`config.mk`:
```
export PLATFORM = sky130hd
export DESIGN_NAME = spi_slave_responder
export DESIGN_NICKNAME = d
export VERILOG_FILES = /design/src/rtl/spi_pkg.sv /design/src/rtl/sync_edge_detect.sv /design/src/rtl/spi_slave_responder.sv
export SDC_FILE = /design/constraint.sdc
export NUM_CORES = 1
export LEC_CHECK = 0
export CORE_ASPECT_RATIO = 0.7
export CORE_MARGIN = 4
export CORE_UTILIZATION = 46
export CTS_CLUSTER_DIAMETER = 40
export DETAILED_ROUTE_END_ITERATION = 12
export DONT_BUFFER_PORTS = 1
export SYNTH_ARGS = -nofsm -noshare
export SYNTH_HDL_FRONTEND = slang
export SYNTH_SLANG_ARGS = --single-unit
```
`constraint.sdc`:
```
create_clock -name clk -period 4.5 [get_ports clk]
set_input_delay 1.35 -clock clk [delete_from_list [all_inputs] [get_ports clk]]
set_output_delay 1.35 -clock clk [all_outputs]
set_load 0.01 [all_outputs]
```
`src/rtl/spi_pkg.sv`:
```
// Shared SPI link definitions, used by both the responder and the master-side wrapper.
package spi_pkg;

   localparam int SPI_DATA_WIDTH = 16;

   typedef enum logic [1:0] {
      SPI_MODE0 = 2'b00,  // CPOL=0, CPHA=0
      SPI_MODE1 = 2'b01,
      SPI_MODE2 = 2'b10,
      SPI_MODE3 = 2'b11
   } spi_mode_e;

   localparam spi_mode_e SPI_LINK_MODE = SPI_MODE0;

   typedef logic [SPI_DATA_WIDTH-1:0] spi_word_t;

   typedef enum logic {
      ST_IDLE   = 1'b0,
      ST_ACTIVE = 1'b1
   } spi_state_e;

endpackage

```
`src/rtl/sync_edge_detect.sv`:
```
// Multi-flop synchroniser for one async pin, with rise/fall strobes on the synchronised level.
module sync_edge_detect #(
   parameter int   STAGES  = 2,
   parameter logic RST_VAL = 1'b0
) (
   input  logic clk,
   input  logic rst_n,
   input  logic d,
   output logic q,
   output logic rise,
   output logic fall
);

   logic [STAGES-1:0] chain;
   logic              dly;

   always_ff @(posedge clk or negedge rst_n) begin
      if (!rst_n) begin
         chain <= {STAGES{RST_VAL}};
         dly   <= RST_VAL;
      end else begin
         chain <= {chain[STAGES-2:0], d};
         dly   <= chain[STAGES-1];
      end
   end

   assign q    = chain[STAGES-1];
   assign rise = chain[STAGES-1] & ~dly;
   assign fall = ~chain[STAGES-1] & dly;

endmodule

```
`src/rtl/spi_slave_responder.sv`:
```
// Mode-0 SPI responder: oversampled pins, one-entry TX holding buffer, RX word strobe.
module spi_slave_responder
   import spi_pkg::*;
#(
   parameter int DATA_WIDTH  = SPI_DATA_WIDTH,
   parameter int SYNC_STAGES = 2
) (
   input  logic                  clk,
   input  logic                  rst_n,
   input  logic                  spi_sclk,
   input  logic                  spi_mosi,
   input  logic                  spi_ss_n,
   output logic                  spi_miso,
   output logic                  spi_miso_oe,
   input  logic [DATA_WIDTH-1:0] tx_data,
   input  logic                  tx_valid,
   output logic                  tx_ready,
   output logic [DATA_WIDTH-1:0] rx_data,
   output logic                  rx_valid,
   output logic                  tx_underrun,
   output logic                  frame_abort,
   output logic                  busy
);

   localparam int CNT_W = $clog2(DATA_WIDTH);
   localparam logic [CNT_W-1:0] CNT_LAST = CNT_W'(DATA_WIDTH - 1);

   logic sclk_lvl_unused, sclk_rise, sclk_fall;
   logic ss_s, ss_rise, ss_fall;
   logic [SYNC_STAGES-1:0] mosi_chain;
   logic mosi_s;

   sync_edge_detect #(.STAGES(SYNC_STAGES), .RST_VAL(1'b0)) u_sclk_sync (
      .clk (clk), .rst_n (rst_n), .d (spi_sclk),
      .q (sclk_lvl_unused), .rise (sclk_rise), .fall (sclk_fall)
   );

   sync_edge_detect #(.STAGES(SYNC_STAGES), .RST_VAL(1'b1)) u_ss_sync (
      .clk (clk), .rst_n (rst_n), .d (spi_ss_n),
      .q (ss_s), .rise (ss_rise), .fall (ss_fall)
   );

   // Same depth as the sclk chain so sampled data lines up with the detected edge.
   always_ff @(posedge clk or negedge rst_n) begin
      if (!rst_n) mosi_chain <= '0;
      else        mosi_chain <= {mosi_chain[SYNC_STAGES-2:0], spi_mosi};
   end
   assign mosi_s = mosi_chain[SYNC_STAGES-1];

   spi_state_e state_q, state_d;
   logic do_load, do_shift, do_rx, do_end;
   logic pending_load;
   logic [CNT_W-1:0] bit_cnt;
   logic [DATA_WIDTH-2:0] rx_shift;
   logic [DATA_WIDTH-1:0] tx_shift;
   logic [DATA_WIDTH-1:0] buf_data;
   logic buf_full, accept;

   always_ff @(posedge clk or negedge rst_n) begin
      if (!rst_n) state_q <= ST_IDLE;
      else        state_q <= state_d;
   end

   // ss_n edges win over any sclk edge seen in the same cycle.
   always_comb begin
      state_d  = state_q;
      do_load  = 1'b0;
      do_shift = 1'b0;
      do_rx    = 1'b0;
      do_end   = 1'b0;
      case (state_q)
         ST_IDLE: begin
            if (ss_fall) begin
               state_d = ST_ACTIVE;
               do_load = 1'b1;
            end
         end
         ST_ACTIVE: begin
            if (ss_rise) begin
               state_d = ST_IDLE;
               do_end  = 1'b1;
            end else if (sclk_rise) begin
               do_rx = 1'b1;
            end else if (sclk_fall) begin
               if (pending_load) do_load  = 1'b1;
               else              do_shift = 1'b1;
            end
         end
         default: state_d = ST_IDLE;
      endcase
   end

   always_ff @(posedge clk or negedge rst_n) begin
      if (!rst_n) begin
         rx_shift     <= '0;
         rx_data      <= '0;
         rx_valid     <= 1'b0;
         tx_shift     <= '0;
         tx_underrun  <= 1'b0;
         frame_abort  <= 1'b0;
         bit_cnt      <= '0;
         pending_load <= 1'b0;
      end else begin
         rx_valid    <= 1'b0;
         tx_underrun <= 1'b0;
         frame_abort <= 1'b0;
         if (do_rx) begin
            rx_shift <= {rx_shift[DATA_WIDTH-3:0], mosi_s};
            if (bit_cnt == CNT_LAST) begin
               rx_data      <= {rx_shift, mosi_s};
               rx_valid     <= 1'b1;
               bit_cnt      <= '0;
               pending_load <= 1'b1;
            end else begin
               bit_cnt <= bit_cnt + CNT_W'(1);
            end
         end
         if (do_load) begin
            tx_shift     <= buf_full ? buf_data : '0;
            tx_underrun  <= ~buf_full;
            bit_cnt      <= '0;
            pending_load <= 1'b0;
         end else if (do_shift) begin
            tx_shift <= {tx_shift[DATA_WIDTH-2:0], 1'b0};
         end
         if (do_end) begin
            frame_abort  <= (bit_cnt != '0);
            bit_cnt      <= '0;
            pending_load <= 1'b0;
            tx_shift     <= '0;
         end
      end
   end

   // A load from an empty buffer underruns, but a word accepted that same cycle is kept.
   assign accept = tx_valid & ~buf_full;

   always_ff @(posedge clk or negedge rst_n) begin
      if (!rst_n) begin
         buf_data <= '0;
         buf_full <= 1'b0;
      end else begin
         if (accept) buf_data <= tx_data;
         buf_full <= do_load ? accept : (buf_full | accept);
      end
   end

   assign tx_ready    = ~buf_full;
   assign spi_miso    = (state_q == ST_ACTIVE) & tx_shift[DATA_WIDTH-1];
   assign spi_miso_oe = ~ss_s;
   assign busy        = ~ss_s;

endmodule

```
==> load_flow_metrics.sql <==
INSERT INTO impl_metrics (metric_group, metric, value, unit) VALUES
('clock_tree', 'cts_sinks', '81', ''),
('clock_tree', 'clock_tree.htree_level_count', '3', ''),
('grt', 'initial_antenna_violation_count', '1', ''),
('synthesis', 'synth_edf_count', '0', ''),
('grt', 'busiest_layer', 'met1', ''),
('cells_and_area', 'final_cells', '349', ''),
('grt', 'grt-ovfl-total', '0', ''),
('drt', 'wl_per_cell', '16.0', 'microns'),
('drt', 'route.final.wire_length', '5600', 'microns'),
('synthesis', 'synth.yosys.seq_area_share', '0.619', ''),
('hold_path', 'hold_path_class', 'flip-flop to flip-flop', ''),
('sta', 'fin_worst_skew', '14.1', 'ps'),
('sta', 'relSlewSlack', '0.242', ''),
('grt', 'use_met1', '0.225', ''),
('critical_path', 'worstReg2RegEnd', 'tx_shift[11]$_DFFE_PN0P_', ''),
('floorplanning', 'die-height', '78.6', 'microns'),
('critical_path', 'critPathLaunchType', 'flip-flop', ''),
('cells_and_area', 'post_route_cells_drive_above_1_share', '0.224', ''),
('synthesis', 'yosys_warnings', '0', ''),
('synthesis', 'ys_ff_latch', '81', ''),
('clock_tree', 'clock_path_buffers', '2', ''),
('sta', 'accumulated_negative_setup_slack', '0', 'ps'),
('critical_path', 'critPathArrivalTime', '1130', 'ps'),
('critical_path', 'critical_path.top_delay_family', 'flip-flops', ''),
('floorplanning', 'core-area', '6850', 'sq um'),
('critical_path', 'critical_path_required', '3150', 'ps'),
('synthesis', 'ys_async_sr_fraction', '1.00', ''),
('critical_path', 'critical_path.endpoint_type', 'output port', ''),
('clock_tree', 'cts.repair_timing.setup_buffer_count', '0', ''),
('floorplanning', 'dieArea', '8570', 'sq um'),
('synthesis', 'syn_inst_count', '252', ''),
('floorplanning', 'placement_rows', '25', ''),
('critical_path', 'timing.critical_path.cells', 'and2_1', ''),
('floorplanning', 'ios', '45', ''),
('grt', 'maximum_number_of_pins_on_one_net_before_global_route_repair', '82', ''),
('grt', 'groute.layer.met3.usage', '0.0789', ''),
('critical_path', 'worst-r2r-setup-slack', '2470', 'ps'),
('clock_tree', 'clockRootBuffer', 'sky130_fd_sc_hd__clkbuf_8', ''),
('critical_path', 'critPathLaunch', 'state_q$_DFF_PN0_', ''),
('cells_and_area', 'final_common_cell', 'sky130_fd_sc_hd__dfrtp_1', ''),
('clock_tree', 'cts_tree', 'yes', ''),
('sta', 'unrepaired_setup_endpoints_after_global_routing', 'no', ''),
('sta', 'max_freq', '404', 'MHz'),
('sta', 'setup_viol', '0', ''),
('run_status', 'outcome', 'finished clean', ''),
('critical_path', 'cp-endpoint', 'spi_miso', ''),
('cells_and_area', 'finish.net_count', '276', ''),
('synthesis', 'synth_fp_nets', '276', ''),
('placed_design', 'dpl.hpwl', '3530', 'microns'),
('drt', 'residual_drc_count', '0', ''),
('clock_tree', 'numCtsBuffers', '9', ''),
('synthesis', 'syn-mean-instance-area', '13.0', 'sq um'),
('critical_path', 'reg2reg_depth', '4', ''),
('clock_tree', 'ctsResizeCount', '0', ''),
('sta', 'report.final.hold_viol_count', '0', ''),
('drt', 'detail_route.first_pass.iterations', '4', ''),
('grt', 'grt_pass1_vias', '1873', ''),
('sta', 'final_min_period_over_clock_period', '0.550', ''),
('grt', 'globalRouteMet2Util', '0.187', ''),
('drt', 'ant_nets', '0', ''),
('cells_and_area', 'antenna_cells', '0', ''),
('job', 'cap_violations', '0', ''),
('power', 'report.power.total', '1.79', 'mW'),
('critical_path', 'worst_r2r_startpoint', 'u_ss_sync.chain[1]$_DFF_PN1_', ''),
('cells_and_area', 'layout.cells.most_common_list', 'sky130_fd_sc_hd__dfrtp_1, sky130_fd_sc_hd__nand2_1, sky130_fd_sc_hd__mux2_2', ''),
('critical_path', 'cp_slowest_cell', 'sky130_fd_sc_hd__dfrtp_1', ''),
('placed_design', 'globalplace.congestion', '0.740', ''),
('drt', 'num_vias', '1850', ''),
('clock_tree', 'cts_hold_repair.buffers', '0', ''),
('critical_path', 'timing_worst_setup_path_type', 'flip-flop to output port', ''),
('cells_and_area', 'area_added_between_synthesis_and_finish', '7.67', '%');
cell usage after synthesis, types with 2 or more instances:
| cell type | n | area, sq um |
|---|---|---|
| sky130_fd_sc_hd__and2_1 | 16 | 100 |
| sky130_fd_sc_hd__nand2_1 | 50 | 188 |
| sky130_fd_sc_hd__dfrtp_1 | 78 | 1950 |
| sky130_fd_sc_hd__a21oi_1 | 3 | 15.0 |
| sky130_fd_sc_hd__clkbuf_1 | 2 | 7.51 |
| sky130_fd_sc_hd__nor2_1 | 4 | 15.0 |
| sky130_fd_sc_hd__mux2_4 | 8 | 120 |
| sky130_fd_sc_hd__a21o_1 | 2 | 15.0 |
| sky130_fd_sc_hd__dfstp_2 | 3 | 78.8 |
| sky130_fd_sc_hd__a221o_1 | 15 | 150 |
| sky130_fd_sc_hd__mux2_2 | 24 | 270 |
| sky130_fd_sc_hd__nand2b_1 | 2 | 12.5 |
| sky130_fd_sc_hd__nand3_1 | 3 | 15.0 |
| sky130_fd_sc_hd__a22o_1 | 3 | 26.3 |
| sky130_fd_sc_hd__buf_6 | 3 | 33.8 |
| sky130_fd_sc_hd__a31oi_1 | 2 | 12.5 |
| sky130_fd_sc_hd__inv_1 | 7 | 26.3 |
| sky130_fd_sc_hd__ha_1 | 2 | 25.0 |
| sky130_fd_sc_hd__buf_2 | 6 | 30.0 |
logic make-up after synthesis:
group / count (synthesis) / share of synthesized area
AOI/OAI and AO/OA: 29 / 0.0816
muxes: 33 / 0.122
and+or+nand+nor: 88 / 0.137
DFF: 81 / 0.619
adders and majority gates: 2 / 0.00763
buffers and inverters: 19 / 0.0321
sequential cells by signal, summed over array words and instances (netlist names), 2 cells and up:
| signal | count |
|---|---|
| rx_shift | 15 |
| rx_data | 16 |
| u_sclk_sync.chain | 2 |
| bit_cnt | 4 |
| buf_data | 16 |
| tx_shift | 16 |
| mosi_chain | 2 |
| u_ss_sync.chain | 2 |
stage by stage:
step                      worst slack [ps]   util  instance area [sq um]  hold slack [ps]
final                                 2020  0.515                   3530              357
after global routing                  1930  0.515                   3530              359
after CTS                             2000  0.515                   3530              360
after detailed placement              2290  0.485                   3330              341
after global placement                2300  0.485                   3330              334
after floorplan                       2190      -                   3280              331
report_power, final:
part | total, mW | switching, mW | internal, mW | leakage (nW)
sequential | 0.980 | 0.0971 | 0.883 | 1.05
combinational | 0.240 | 0.0972 | 0.143 | 0.605
clock | 0.565 | 0.258 | 0.307 | 0.102
how the worst min path moves through the flow:
stage                                   start                        endpoint  slack [ps]  cells after the start
2_1_floorplan         mosi_chain[0]$_DFF_PN0_         mosi_chain[1]$_DFF_PN0_         330                      0
3_3_place_gp          mosi_chain[0]$_DFF_PN0_         mosi_chain[1]$_DFF_PN0_         330                      0
3_5_place_dp   u_sclk_sync.chain[0]$_DFF_PN0_  u_sclk_sync.chain[1]$_DFF_PN0_         340                      0
4_1_cts        u_sclk_sync.chain[0]$_DFF_PN0_  u_sclk_sync.chain[1]$_DFF_PN0_         360                      0
5_1_grt        u_sclk_sync.chain[0]$_DFF_PN0_  u_sclk_sync.chain[1]$_DFF_PN0_         360                      0
6_report              mosi_chain[0]$_DFF_PN0_         mosi_chain[1]$_DFF_PN0_         360                      0
routing by layer:
layer  vias to the layer above  routed length, microns
li1                        864                       -
met3                        12                     425
met1                       930                    2730
met4                         2                      66
met2                        42                    2360
met5                         -                      13
final cells by class:
class / instances / area (sq um)
tap: 94 / 118
clock buffer: 9 / 124
fill: 614 / 3320
clock inverter: 5 / 81.3
inverter: 7 / 26.3
multi-input combinational: 152 / 1140
timing repair buffer: 1 / 7.51
sequential: 81 / 2030
Power figures use the tool's default switching activity.
